`src/rtl/muldiv_pkg.sv`:
```
// Shared constants, types and decode helpers for the RV32M multiply/divide unit.
package muldiv_pkg;

  localparam int unsigned XLEN        = 32;
  localparam int unsigned MULDIV_ITER = 32;
  localparam int unsigned CNT_W       = 6;

  // RV32M funct3 encodings
  localparam logic [2:0] OP_MUL    = 3'b000;
  localparam logic [2:0] OP_MULH   = 3'b001;
  localparam logic [2:0] OP_MULHSU = 3'b010;
  localparam logic [2:0] OP_MULHU  = 3'b011;
  localparam logic [2:0] OP_DIV    = 3'b100;
  localparam logic [2:0] OP_DIVU   = 3'b101;
  localparam logic [2:0] OP_REM    = 3'b110;
  localparam logic [2:0] OP_REMU   = 3'b111;

  typedef enum logic [1:0] {
    IDLE = 2'd0,
    CALC = 2'd1,
    FIX  = 2'd2,
    DONE = 2'd3
  } state_t;

  // Request captured at acceptance; opnd is the multiplicand or divisor magnitude
  typedef struct packed {
    logic [2:0]      op;
    logic            sign_a;
    logic            sign_b;
    logic            b_zero;
    logic [XLEN-1:0] opnd;
  } muldiv_req_t;

  function automatic logic op_is_div(input logic [2:0] op);
    return op[2];
  endfunction

  function automatic logic op_a_signed(input logic [2:0] op);
    return (op != OP_MULHU) && (op != OP_DIVU) && (op != OP_REMU);
  endfunction

  function automatic logic op_b_signed(input logic [2:0] op);
    return (op == OP_MUL) || (op == OP_MULH) || (op == OP_DIV) || (op == OP_REM);
  endfunction

endpackage

```
`src/rtl/muldiv_signfix.sv`:
```
// Conditional two's-complement negate; 0x80..0 maps to itself, read as an unsigned magnitude.
module muldiv_signfix #(
  parameter int unsigned W = 32
) (
  input  logic         neg,
  input  logic [W-1:0] din,
  output logic [W-1:0] dout_c
);

  // Negate when requested, pass through otherwise
  assign dout_c = neg ? W'(~din + W'(1)) : din;

endmodule

```
`src/rtl/execute_muldiv.sv`:
```
// Iterative RV32M multiply/divide: 32 radix-2 steps on magnitudes, then one sign-fix cycle.
module execute_muldiv
  import muldiv_pkg::*;
(
  input  logic        clk,
  input  logic        reset,
  input  logic        start,
  input  logic [2:0]  MulDivOp,
  input  logic [31:0] SrcA,
  input  logic [31:0] SrcB,
  output logic        busy,
  output logic        done,
  output logic [31:0] Result
);

  state_t            state;
  state_t            state_next;
  logic [CNT_W-1:0]  cnt;
  muldiv_req_t       req;
  muldiv_req_t       req_c;
  logic [2*XLEN-1:0] acc;

  logic              a_neg_c;
  logic              b_neg_c;
  logic [XLEN-1:0]   mag_a_c;
  logic [XLEN-1:0]   mag_b_c;
  logic              last_iter_c;

  logic [XLEN-1:0]   mul_addend_c;
  logic [XLEN:0]     mul_sum_c;
  logic [2*XLEN-1:0] acc_mul_next_c;
  logic              div_ge_c;
  logic [XLEN-1:0]   div_rem_c;
  logic [2*XLEN-1:0] acc_div_next_c;

  logic              neg_prod_c;
  logic              neg_quo_c;
  logic [2*XLEN-1:0] prod_fix_c;
  logic [XLEN-1:0]   quo_fix_c;
  logic [XLEN-1:0]   rem_fix_c;
  logic [XLEN-1:0]   result_c;

  // Operand signs and magnitudes taken straight from the request ports
  assign a_neg_c = op_a_signed(MulDivOp) & SrcA[XLEN-1];
  assign b_neg_c = op_b_signed(MulDivOp) & SrcB[XLEN-1];

  muldiv_signfix #(.W(XLEN)) u_mag_a (.neg(a_neg_c), .din(SrcA), .dout_c(mag_a_c));
  muldiv_signfix #(.W(XLEN)) u_mag_b (.neg(b_neg_c), .din(SrcB), .dout_c(mag_b_c));

  // Assemble the request captured on acceptance
  always_comb begin
    req_c        = '0;
    req_c.op     = MulDivOp;
    req_c.sign_a = a_neg_c;
    req_c.sign_b = b_neg_c;
    req_c.b_zero = (SrcB == '0);
    req_c.opnd   = op_is_div(MulDivOp) ? mag_b_c : mag_a_c;
  end

  assign last_iter_c = (cnt == CNT_W'(MULDIV_ITER - 1));

  // Shift-add step: acc = {partial product, remaining multiplier bits}
  assign mul_addend_c   = acc[0] ? req.opnd : '0;
  assign mul_sum_c      = {1'b0, acc[2*XLEN-1:XLEN]} + {1'b0, mul_addend_c};
  assign acc_mul_next_c = {mul_sum_c, acc[XLEN-1:1]};

  // Restoring step: acc = {partial remainder, dividend bits / quotient bits}
  assign div_ge_c       = (acc[2*XLEN-1:XLEN-1] >= {1'b0, req.opnd});
  assign div_rem_c      = acc[2*XLEN-2:XLEN-1] - req.opnd;
  assign acc_div_next_c = div_ge_c ? {div_rem_c, acc[XLEN-2:0], 1'b1}
                                   : {acc[2*XLEN-2:0], 1'b0};

  // Divide by zero keeps the all-ones quotient regardless of dividend sign
  assign neg_prod_c = req.sign_a ^ req.sign_b;
  assign neg_quo_c  = (req.sign_a ^ req.sign_b) & ~req.b_zero;

  muldiv_signfix #(.W(2*XLEN)) u_fix_prod (.neg(neg_prod_c), .din(acc), .dout_c(prod_fix_c));
  muldiv_signfix #(.W(XLEN)) u_fix_quo (.neg(neg_quo_c), .din(acc[XLEN-1:0]), .dout_c(quo_fix_c));
  muldiv_signfix #(.W(XLEN)) u_fix_rem (.neg(req.sign_a), .din(acc[2*XLEN-1:XLEN]), .dout_c(rem_fix_c));

  // Result word selection by operation
  always_comb begin
    result_c = rem_fix_c;
    case (req.op)
      OP_MUL:                         result_c = prod_fix_c[XLEN-1:0];
      OP_MULH, OP_MULHSU, OP_MULHU:   result_c = prod_fix_c[2*XLEN-1:XLEN];
      OP_DIV, OP_DIVU:                result_c = quo_fix_c;
      default:                        result_c = rem_fix_c;
    endcase
  end

  // Next-state logic
  always_comb begin
    state_next = state;
    case (state)
      IDLE:    if (start) state_next = CALC;
      CALC:    if (last_iter_c) state_next = FIX;
      FIX:     state_next = DONE;
      DONE:    state_next = IDLE;
      default: state_next = IDLE;
    endcase
  end

  // State register with registered busy/done
  always_ff @(posedge clk or posedge reset) begin
    if (reset) begin
      state <= IDLE;
      busy  <= 1'b0;
      done  <= 1'b0;
    end else begin
      state <= state_next;
      busy  <= (state_next != IDLE);
      done  <= (state_next == DONE);
    end
  end

  // Datapath: capture, iterate, sign-fix
  always_ff @(posedge clk or posedge reset) begin
    if (reset) begin
      req    <= '0;
      acc    <= '0;
      cnt    <= '0;
      Result <= '0;
    end else begin
      case (state)
        IDLE: begin
          if (start) begin
            req <= req_c;
            acc <= {{XLEN{1'b0}}, (op_is_div(MulDivOp) ? mag_a_c : mag_b_c)};
            cnt <= '0;
          end
        end
        CALC: begin
          acc <= op_is_div(req.op) ? acc_div_next_c : acc_mul_next_c;
          cnt <= cnt + CNT_W'(1);
        end
        FIX: Result <= result_c;
        default: ;
      endcase
    end
  end

endmodule

```
`config.mk`:
```
export PLATFORM = sky130hd
export DESIGN_NAME = execute_muldiv
export DESIGN_NICKNAME = d
export VERILOG_FILES = /design/src/rtl/muldiv_pkg.sv /design/src/rtl/muldiv_signfix.sv /design/src/rtl/execute_muldiv.sv
export SDC_FILE = /design/constraint.sdc
export NUM_CORES = 1
export LEC_CHECK = 0
export BUFFER_PORTS_ARGS = -buffer_cell sky130_fd_sc_hd__buf_2
export CELL_PAD_IN_SITES_DETAIL_PLACEMENT = 1
export CELL_PAD_IN_SITES_GLOBAL_PLACEMENT = 2
export CORE_AREA = 5 5 206 208
export DETAILED_ROUTE_END_ITERATION = 6
export DIE_AREA = 0 0 211 213
export PLACE_DENSITY = 0.85
export SKIP_LAST_GASP = 1
export SLEW_MARGIN = 20
export SYNTH_ARGS = -nofsm -noshare
export SYNTH_HDL_FRONTEND = slang
export SYNTH_SLANG_ARGS = --single-unit
```
`constraint.sdc`:
```
create_clock -name clk -period 6.4 [get_ports clk]
set_clock_uncertainty 0.1 [all_clocks]
set_input_delay 1.28 -clock clk [delete_from_list [all_inputs] [get_ports clk]]
set_output_delay 1.28 -clock clk [all_outputs]
set_load 0.02 [all_outputs]
```
After elaboration in Yosys (flattened, before gate mapping)
Cells that the tools add are included.
{"block": "word_totals", "ff_bits": 144, "in_bits": 70, "output_inout_bits": 34, "elab_cells": 80}
{"block": "classes", "n_addsub": 8, "magnitude_cmp": 1, "eq_ne": 17, "mux": 18, "n_bitwise": 10, "reduce_logical": 15}
{"op": "$mux 64", "count": 4}
{"op": "$mux 32", "count": 7}
{"op": "$add 32x1->32 const B", "count": 4}
{"op": "$not 32->32", "count": 4}
{"op": "$pmux 64 s2", "count": 1}
{"op": "$pmux 32 s3", "count": 1}
{"op": "$add 64x1->64 const B", "count": 1}
{"op": "$not 64->64", "count": 1}
{"op": "$add 32x32->33", "count": 1}
{"op": "$ge 33x32->1", "count": 1}
{"op": "$logic_not 32->1", "count": 1}
{"op": "$sub 32x32->32", "count": 1}
{"op": "$eq 3x3->1 const B", "count": 4}
{"op": "$pmux 6 s2", "count": 1}
{"op": "$pmux 2 s4", "count": 1}
{"op": "$add 6x1->6 const B", "count": 1}
{"op": "$eq 2x2->1 const B", "count": 3}
{"op": "$eq 3x1->1 const B", "count": 2}
{"op": "$eq 3x2->1 const B", "count": 2}
{"op": "$eq 6x5->1 const B", "count": 1}
{"op": "$logic_not 3->1", "count": 2}
{"op": "$mux 6", "count": 1}
{"op": "$ne 3x3->1 const B", "count": 2}
{"op": "$mux 2", "count": 2}
{"op": "other kinds (13)", "count": 20}

Logic depth before layout (Yosys ltp)
Gate-level depths: netlist of run 1.
{"block": "depth", "depth_word": 9, "mapped_depth": 14, "ltp_nobuf": 13}

Cells and area by module
A second synthesis of run 1 with hierarchy kept.
{"block": "hier_totals", "cells_unflattened": 2046, "hier_area_um2": 16569.6}
{"module": "execute_muldiv", "instances": 1, "cells_per_inst": 1444, "area_each_um2": 11812.6, "seq_area_each_um2": 3603.5}
{"module": "muldiv_signfix at u_fix_quo ...", "instances": 4, "cells_per_inst": 99, "area_each_um2": 777.0, "seq_area_each_um2": 0.0}
{"module": "muldiv_signfix at u_fix_prod", "instances": 1, "cells_per_inst": 206, "area_each_um2": 1649.1, "seq_area_each_um2": 0.0}

Worst setup path after synthesis of run 1
Ideal clock, no wire load.
{"block": "synth_timing", "kind": "input-to-reg", "start": "input SrcA[17]", "end": "register acc[27]", "setup_time_ns": 0.125, "arrival_time_ns": 3.516, "required_ns": 6.175, "setup_slack_ns": 2.659, "stages": 9, "path_buffers": 0, "cell_sequence": "or4_1 > nor4b_1 > nor4b_1 > a21oi_1 > xnor2_1 > nand2_1 > o211ai_1 > o21ai_0 > mux2_2"}
{"block": "synth_between", "elab_chain_cells": 6}
{"item": "from (decl)", "line": "execute_muldiv.sv:9", "rtl": "input logic [31:0] SrcA,"}
{"item": "$not 32->32", "line": "muldiv_signfix.sv:11", "rtl": "assign dout_c = neg ? W'(~din + W'(1)) : din;"}
{"item": "$add 32x1->32", "line": "muldiv_signfix.sv:11"}
{"item": "$mux 32", "line": "muldiv_signfix.sv:11"}
{"item": "$mux 32", "line": "execute_muldiv.sv:129", "rtl": "acc <= {{XLEN{1'b0}}, (op_is_div(MulDivOp) ? mag_a_c : mag_b_c)};"}
{"item": "$mux 64", "line": "execute_muldiv.sv:127", "rtl": "if (start) begin"}
{"item": "$pmux 64 s2", "line": "execute_muldiv.sv:125", "rtl": "case (state)"}
{"item": "to (signal assigned)", "line": "execute_muldiv.sv:129"}
{"item": "to (signal assigned)", "line": "execute_muldiv.sv:134", "rtl": "acc <= op_is_div(req.op) ? acc_div_next_c : acc_mul_next_c;"}
{"item": "to (decl)", "line": "execute_muldiv.sv:21", "rtl": "logic [2*XLEN-1:0] acc;"}
No other way between the ends. The select of a mux whose other input is x is not followed.
A chain may end at the register's enable or synchronous reset.

Worst setup path after layout of run 1
{"block": "layout_timing", "start": "register acc[0]", "end": "register acc[58]"}
{"block": "layout_between", "elab_chain_cells": 4}
{"item": "$mux 32", "line": "execute_muldiv.sv:63", "rtl": "assign mul_addend_c = acc[0] ? req.opnd : '0;"}
{"item": "$add 32x32->33", "line": "execute_muldiv.sv:64", "rtl": "assign mul_sum_c = {1'b0, acc[2*XLEN-1:XLEN]} + {1'b0, mul_addend_c};"}
{"item": "$mux 64", "line": "execute_muldiv.sv:134"}
{"item": "$pmux 64 s2", "line": "execute_muldiv.sv:125"}
No other way between the ends.

==> out/metrics.csv, run 1 <==
metric,value,unit
status,"complete, no violations",
yosysTopAreaCell,dfrtp_1,
path_class,reg -> reg,
clkPwrFrac,13.0,%
placeableCoreArea,40400,um^2
intPower,0.00377,W
antenna_found_initial,0,
worst_slew_pin_slew,1.10,ns
grt_pass1_vias,15200,
fin_nets,2097,
final.setup.tns,0,ns
crit_family,compound AO/OA/AOI/OAI gates,
syn_area,14400,um^2
die_width,211,um
overflow,0,
initial_core_util,35.6,%
max-cap-violations,0,
fp.dieH,213,um
tritoncts,yes,
rsz0062_at_grt,false,
critPathLaunchType,flip-flop,
worstPathArrival,4.80,ns
place_hpwl,45500,um
slew_headroom,26.4,%
synth_edf_count,0,
worstSetupEndpointType,flip-flop,
power.density,507,nW/um^2
die_area,44900,um^2
cts_made_buffers,17,
p_leak,6.71,nW
rows,74,
clock_path_buffers,2,
switching_power,0.00426,W
power.share.sequential,23.7,%
min_period,4.61,ns
grt_max_degree,92,
clockRootBuffer,clkbuf_16,
ys.flop_type,dfrtp_1,
first_iter_violations,1230,
grt_pass1_wl,90600,um
min_to,cnt[5],
yosysWarnings,0,
clock_latency,0.46,ns
utilization,39.2,%
r2r_cells,13,
ant_nets,0,
synth.top_cells.by_count,"nor2_1, nand2_1, o21ai_0",
hold_depth,1,
synth_area_leaders,"dfrtp_1, o21ai_0, a21oi_1, xnor2_1, ha_1",
clk_pin_slew_worst_paths,0.07,ns
cts_resized,0,
syn-num-nets,2080,
holdBufCountCts,0,
antenna_cells,0,
ios,104,
hold_viol,0,
post_cts_buffers,0,
synth.most_common_cell,nor2_1,
r2r_setup_slack,1.79,ns
yosysSeqAreaShare,25.0,%
areaGrowthSynthToFinish,10.1,%
fin_crit_sh,72.1,%
r2r_start,acc[0],
firstDrtPassIters,6,
cp-startpoint,acc[0],
slowest_delay,0.76,ns
synth_cells,1939,
r2r-end,acc[58],
cp_common_cell,o21ai_0,
crit_path_top_delay_cell,o21ai_0,
yosysTopAreaCellShare,25.0,%
cp.depth,13,
hold_path.class,reg -> reg,
drc,0,
crit_fanout,30,
min_from,cnt[5],
wirelength,59300,um
drive_gt1_share,9.65,%
syn_avg_cell_area,7.42,um^2
ir_worst_vdd,0.211,mV
portBuffers,103,
gp_congestion,0.892,
synth.distinct_cells,80,
cts.sinks,144,
finalSetupViolations,0,
wire_per_inst,23.7,um
yosys_register_bits,144,
worst-path-buf-inv,2,
grt.total_usage,25.9,%
synth-async-reset-ratio,100,%
vias_per_cell,6.02,
required,6.59,ns
path_cells,inv_1 > buf_4 > nor2_1 > ha_1 > a21oi_1 > o22ai_1 > o41ai_1 > nand3_1 > o21ai_0 > o21ai_0 > xor2_1 > a22oi_1 > o21ai_0,
dr_total_vias,15100,
swShare,53.0,%
fmax,217,MHz
comb_power_share,63.4,%
timing.final.max_slew_violations,0,
h-tree-depth,4,
==> sequential cells by signal (all words and copies together), names as in the netlist <==
| signal | count |
|---|---|
| Result | 32 |
| acc | 64 |
| busy | 1 |
| cnt | 6 |
| done | 1 |
| req | 38 |
| state | 2 |
==> worst register-to-register path, cell delays in order, from the launching register on <==
cell     delay (ns)
dfrtp_1        0.47
inv_1          0.12
buf_4          0.37
nor2_1         0.13
ha_1           0.38
a21oi_1        0.26
o22ai_1        0.14
o41ai_1        0.63
nand3_1        0.13
o21ai_0        0.76
o21ai_0        0.40
xor2_1         0.25
a22oi_1        0.18
o21ai_0        0.12
==> routing by layer <==
metal / GRT usage, % / wire, um
met1: 34.7 / 26200
met2: 42.4 / 27400
met3: 3.59 / 3500
met4: 10.1 / 2250
met5: 0 / 0
==> logic make-up (layout without fill, tap and decap cells) <==
kind of cell    after synthesis  in the layout  share of synthesized area [%]
buf+inv                     195            224                           5.36
compound gates              639            639                           27.3
mux                          63             63                           4.46
simple gates                649            649                           20.7
xor+xnor                    178            178                           10.8
flops                       144            144                           25.0
fa+ha+maj                    71             71                           6.28
==> layout make-up <==
cell class,instances,area (um^2)
Clock inverter,11,130
Multi-Input combinational cell,1600,10000
Timing Repair Buffer,124,673
Sequential cell,144,3600
Clock buffer,20,457
Fill cell,5139,24500
Inverter,69,264
Tap cell,532,666
==> per-stage QoR <==
| stage | cell area, um^2 | instances | setup WS (ns) | total power (W) | hold WS, ns |
|---|---|---|---|---|---|
| 5_1_grt | 15800 | 2500 | 1.49 | 0.00857 | 0.407 |
| 4_1_cts | 15800 | 2500 | 1.90 | 0.00794 | 0.369 |
| 3_5_place_dp | 15200 | 2469 | 1.78 | 0.00685 | 0.364 |
| 6_report | 15800 | 2500 | 1.79 | 0.00803 | 0.368 |
| 2_1_floorplan | 14400 | 1939 | 1.15 | 0.00527 | 0.340 |
| 3_3_place_gp | 15200 | 2469 | 1.91 | 0.00671 | 0.349 |
==> how the worst max path moves through the flow <==
stage                     slack, ns         to
after detailed placement       1.78    acc[27]
final                          1.79    acc[58]
after CTS                      1.90    acc[58]
after global routing           1.49    acc[58]
after global placement         1.91    acc[27]
after floorplan                1.15  Result[0]
==> power groups by stage <==
stage	Clock (W)	Combinational, W	Sequential (W)
detailed placement	0	0.00496	0.00189
floorplan	0	0.00384	0.00143
global route	0.00109	0.00555	0.00193
CTS	0.00105	0.00501	0.00188
global placement	0	0.00484	0.00187
finish	0.00104	0.00509	0.00190
==> cells in the final DEF (no fill, tap or decap), types with 8 or more instances in the layout <==
master,netlist,routed
mux2i_1,54,54
a21o_1,28,28
nor2b_1,14,14
dfrtp_1,144,143
a21oi_1,195,195
nand2b_1,16,14
clkbuf_16,0,17
mux2_2,9,9
xnor2_1,102,101
nand4_1,12,12
nor3_1,46,46
a31oi_1,22,22
or3_1,26,26
nand2_1,206,204
and3_1,13,13
a221oi_1,16,16
buf_2,4,103
ha_1,69,69
buf_4,1,21
a211oi_1,10,10
nor4_1,16,16
o211ai_1,11,11
o221ai_1,15,15
xor2_1,76,76
nand3_1,32,32
o21a_1,10,10
o21ai_0,196,196
inv_1,67,66
and2_1,12,12
o31ai_1,29,29
nor2_1,219,218
a22oi_1,17,17
o22ai_1,8,8
Power figures use the tool's default switching activity.
==> inputs of run 2 (changes only) <==
Settings changed: CORE_AREA 5 5 206 208 to 5 5 215 217, DIE_AREA 0 0 211 213 to 0 0 220 222, PLACE_DENSITY 0.85 to 0.82.
Clock period 6.4 ns to 4 ns, I/O delays scaled along.
==> run 2 against run 1 <==
Against the previous run:
- sequential share of layout area decreased by 0.91 points
- utilization shrank 1.7 points
- critical path depth decreased by 2
- first-iteration DRC count shrank 12%
- critical endpoint is now acc[60]
==> out/metrics.csv, run 2 (synthesized netlist as in run 1, its figures left out) <==
metric,value,unit,change
rows,77,,+4.1%
hold_path.class,reg -> reg,,
overflow,0,,unchanged
wirelength,61100,um,+3.1%
cts_made_buffers,17,,unchanged
dr_total_vias,15100,,+0.49%
vias_per_cell,5.77,,-4.2%
tritoncts,yes,,
status,"complete, no violations",,
initial_core_util,32.7,%,-2.9 points
clock_path_buffers,2,,unchanged
drc,0,,unchanged
cts.sinks,144,,unchanged
antenna_found_initial,0,,unchanged
min_from,cnt[5],,
areaGrowthSynthToFinish,14.7,%,
ios,104,,unchanged
critPathLaunchType,flip-flop,,
top_register,acc,,
fp.dieH,222,um,+4.2%
p_leak,7.06,nW,+5.3%
min_period,3.81,ns,-0.797 ns
layout_commonest_cell,nor2_1,,
clockRootBuffer,clkbuf_16,,
finalSetupViolations,0,,unchanged
post_cts_buffers,0,,unchanged
crit_fanout,9,,-70%
grt_pass1_vias,15400,,+1.3%
h-tree-depth,4,,unchanged
placeableCoreArea,43900,um^2,+8.8%
final.setup.tns,0,ns,unchanged
worstSetupEndpointType,flip-flop,,
min_to,cnt[5],,
fmax,262,MHz,+21%
antenna_cells,0,,unchanged
worst_slew_pin_slew,1.08,ns,-0.0256 ns
first_iter_violations,1084,,-12%
wire_per_inst,23.3,um,-1.8%
max-cap-violations,0,,unchanged
seq_area,3600,um^2,unchanged
r2r_setup_slack,0.19,ns,-1.60 ns
totalPowerFinal,0.0133,W,+66%
power.density,806,nW/um^2,+59%
die_width,220,um,+4.3%
swShare,51.6,%,-1.5 points
portBuffers,103,,unchanged
path_cells,ha_1 > nor2b_1 > o2111a_1 > o31a_1 > o31ai_1 > a2111oi_0 > buf_4 > o41a_1 > nor2_1 > o311ai_0 > a32o_1,,
largest_register_ffs,64,,unchanged
clk_pin_slew_worst_paths,0.06,ns,about the same
timing.final.max_slew_violations,0,,unchanged
ant_nets,0,,unchanged
slew_headroom,27.2,%,+0.87 points
fill_cells,5480,,+6.6%
place_hpwl,47700,um,+4.9%
grt_max_degree,92,,unchanged
final_cell_mix,"nor2_1, nand2_1, o21ai_0",,
holdBufCountCts,0,,unchanged
grt.total_usage,24.7,%,-1.2 points
multi_input_area,10100,um^2,+0.14%
drive_gt1_share,12.3,%,+2.7 points
required,4.24,ns,-2.35 ns
switching_power,0.00686,W,+61%
gp_congestion,0.905,,+1.5%
r2r_cells,11,,-2
ir_worst_vdd,0.369,mV,+75%
cp-startpoint,acc[32],,
hold_viol,0,,unchanged
rsz0062_at_grt,false,,
grt_pass1_wl,93600,um,+3.3%
r2r-end,acc[60],,
largestRegisters,"acc: 64 flops, req: 38 flops, Result: 32 flops",,
worstPathArrival,4.06,ns,-0.74 ns
clkPwrFrac,13.3,%,+0.3 points
r2r_start,acc[32],,
power.share.sequential,19.9,%,-3.8 points
fin_nets,2159,,+3.0%
comb_power_share,66.8,%,+3.4 points
hold_depth,1,,unchanged
fin_crit_sh,95.4,%,+23 points
die_area,48800,um^2,+8.7%
firstDrtPassIters,6,,unchanged
clock_latency,0.46,ns,about the same
path_class,reg -> reg,,
slowest_delay,0.56,ns,-0.20 ns
intPower,0.00644,W,+71%
crit_path_top_delay_cell,dfrtp_1,,
==> run 2: metal layers <==
metal  up-vias  GRT usage [%]  routed length (um)
li1       7136              -                   -
met1      7487           33.7               27700
met2       422           39.9               28400
met3        87           2.46                2460
met4         0           10.1                2550
met5         -              0                   0
==> run 2: what timing repair did <==
action | CTS | global route
hold endpoints to repair | 0 | 0
resized for setup | 0 | 1
endpoints found under the setup margin | 0 | 1
==> run 2: how the worst max path moves through the flow <==
stage	to	depth (start not counted)
after floorplan	Result[8]	12
after global placement	Result[24]	10
after detailed placement	acc[60]	11
after CTS	acc[60]	11
after global routing	Result[8]	12
final	acc[60]	11
==> run 2: power groups by stage <==
stage               logic (W)  clock network (W)  registers [W]
floorplan             0.00615                  0        0.00229
global placement      0.00852                  0        0.00262
detailed placement    0.00868                  0        0.00266
CTS                   0.00876            0.00180        0.00264
global route          0.00964            0.00186        0.00270
finish                0.00889            0.00177        0.00265
==> run 2: worst max-delay path, delay by kind of cell (launching register included) <==
kind | cells | cell delay (ns)
fa+ha+maj | 1 | 0.32
compound gates | 7 | 2.11
simple gates | 2 | 0.41
buf+inv | 1 | 0.19
flops | 1 | 0.56
==> run 2: stage by stage <==
stage | instance area, um^2 | setup WS [ns] | hold WS, ns | std cells | util (%)
2_1_floorplan | 14400 | 0.521 | 0.340 | 1939 | -
3_3_place_gp | 15900 | 0.332 | 0.355 | 2591 | 36.1
3_5_place_dp | 15900 | 0.254 | 0.373 | 2591 | 36.1
4_1_cts | 16500 | 0.215 | 0.379 | 2623 | 37.5
5_1_grt | 16500 | 0.0120 | 0.394 | 2623 | 37.6
6_report | 16500 | 0.185 | 0.370 | 2623 | 37.6
==> run 2: area by class of cell <==
class	count	area share, %
multi-input cells	1600	61.0
flip-flops and latches	144	21.8
clock buffers	20	2.65
well taps	592	4.49
repair buffers	186	7.36
inverters	69	1.59
clock inverters	12	1.11
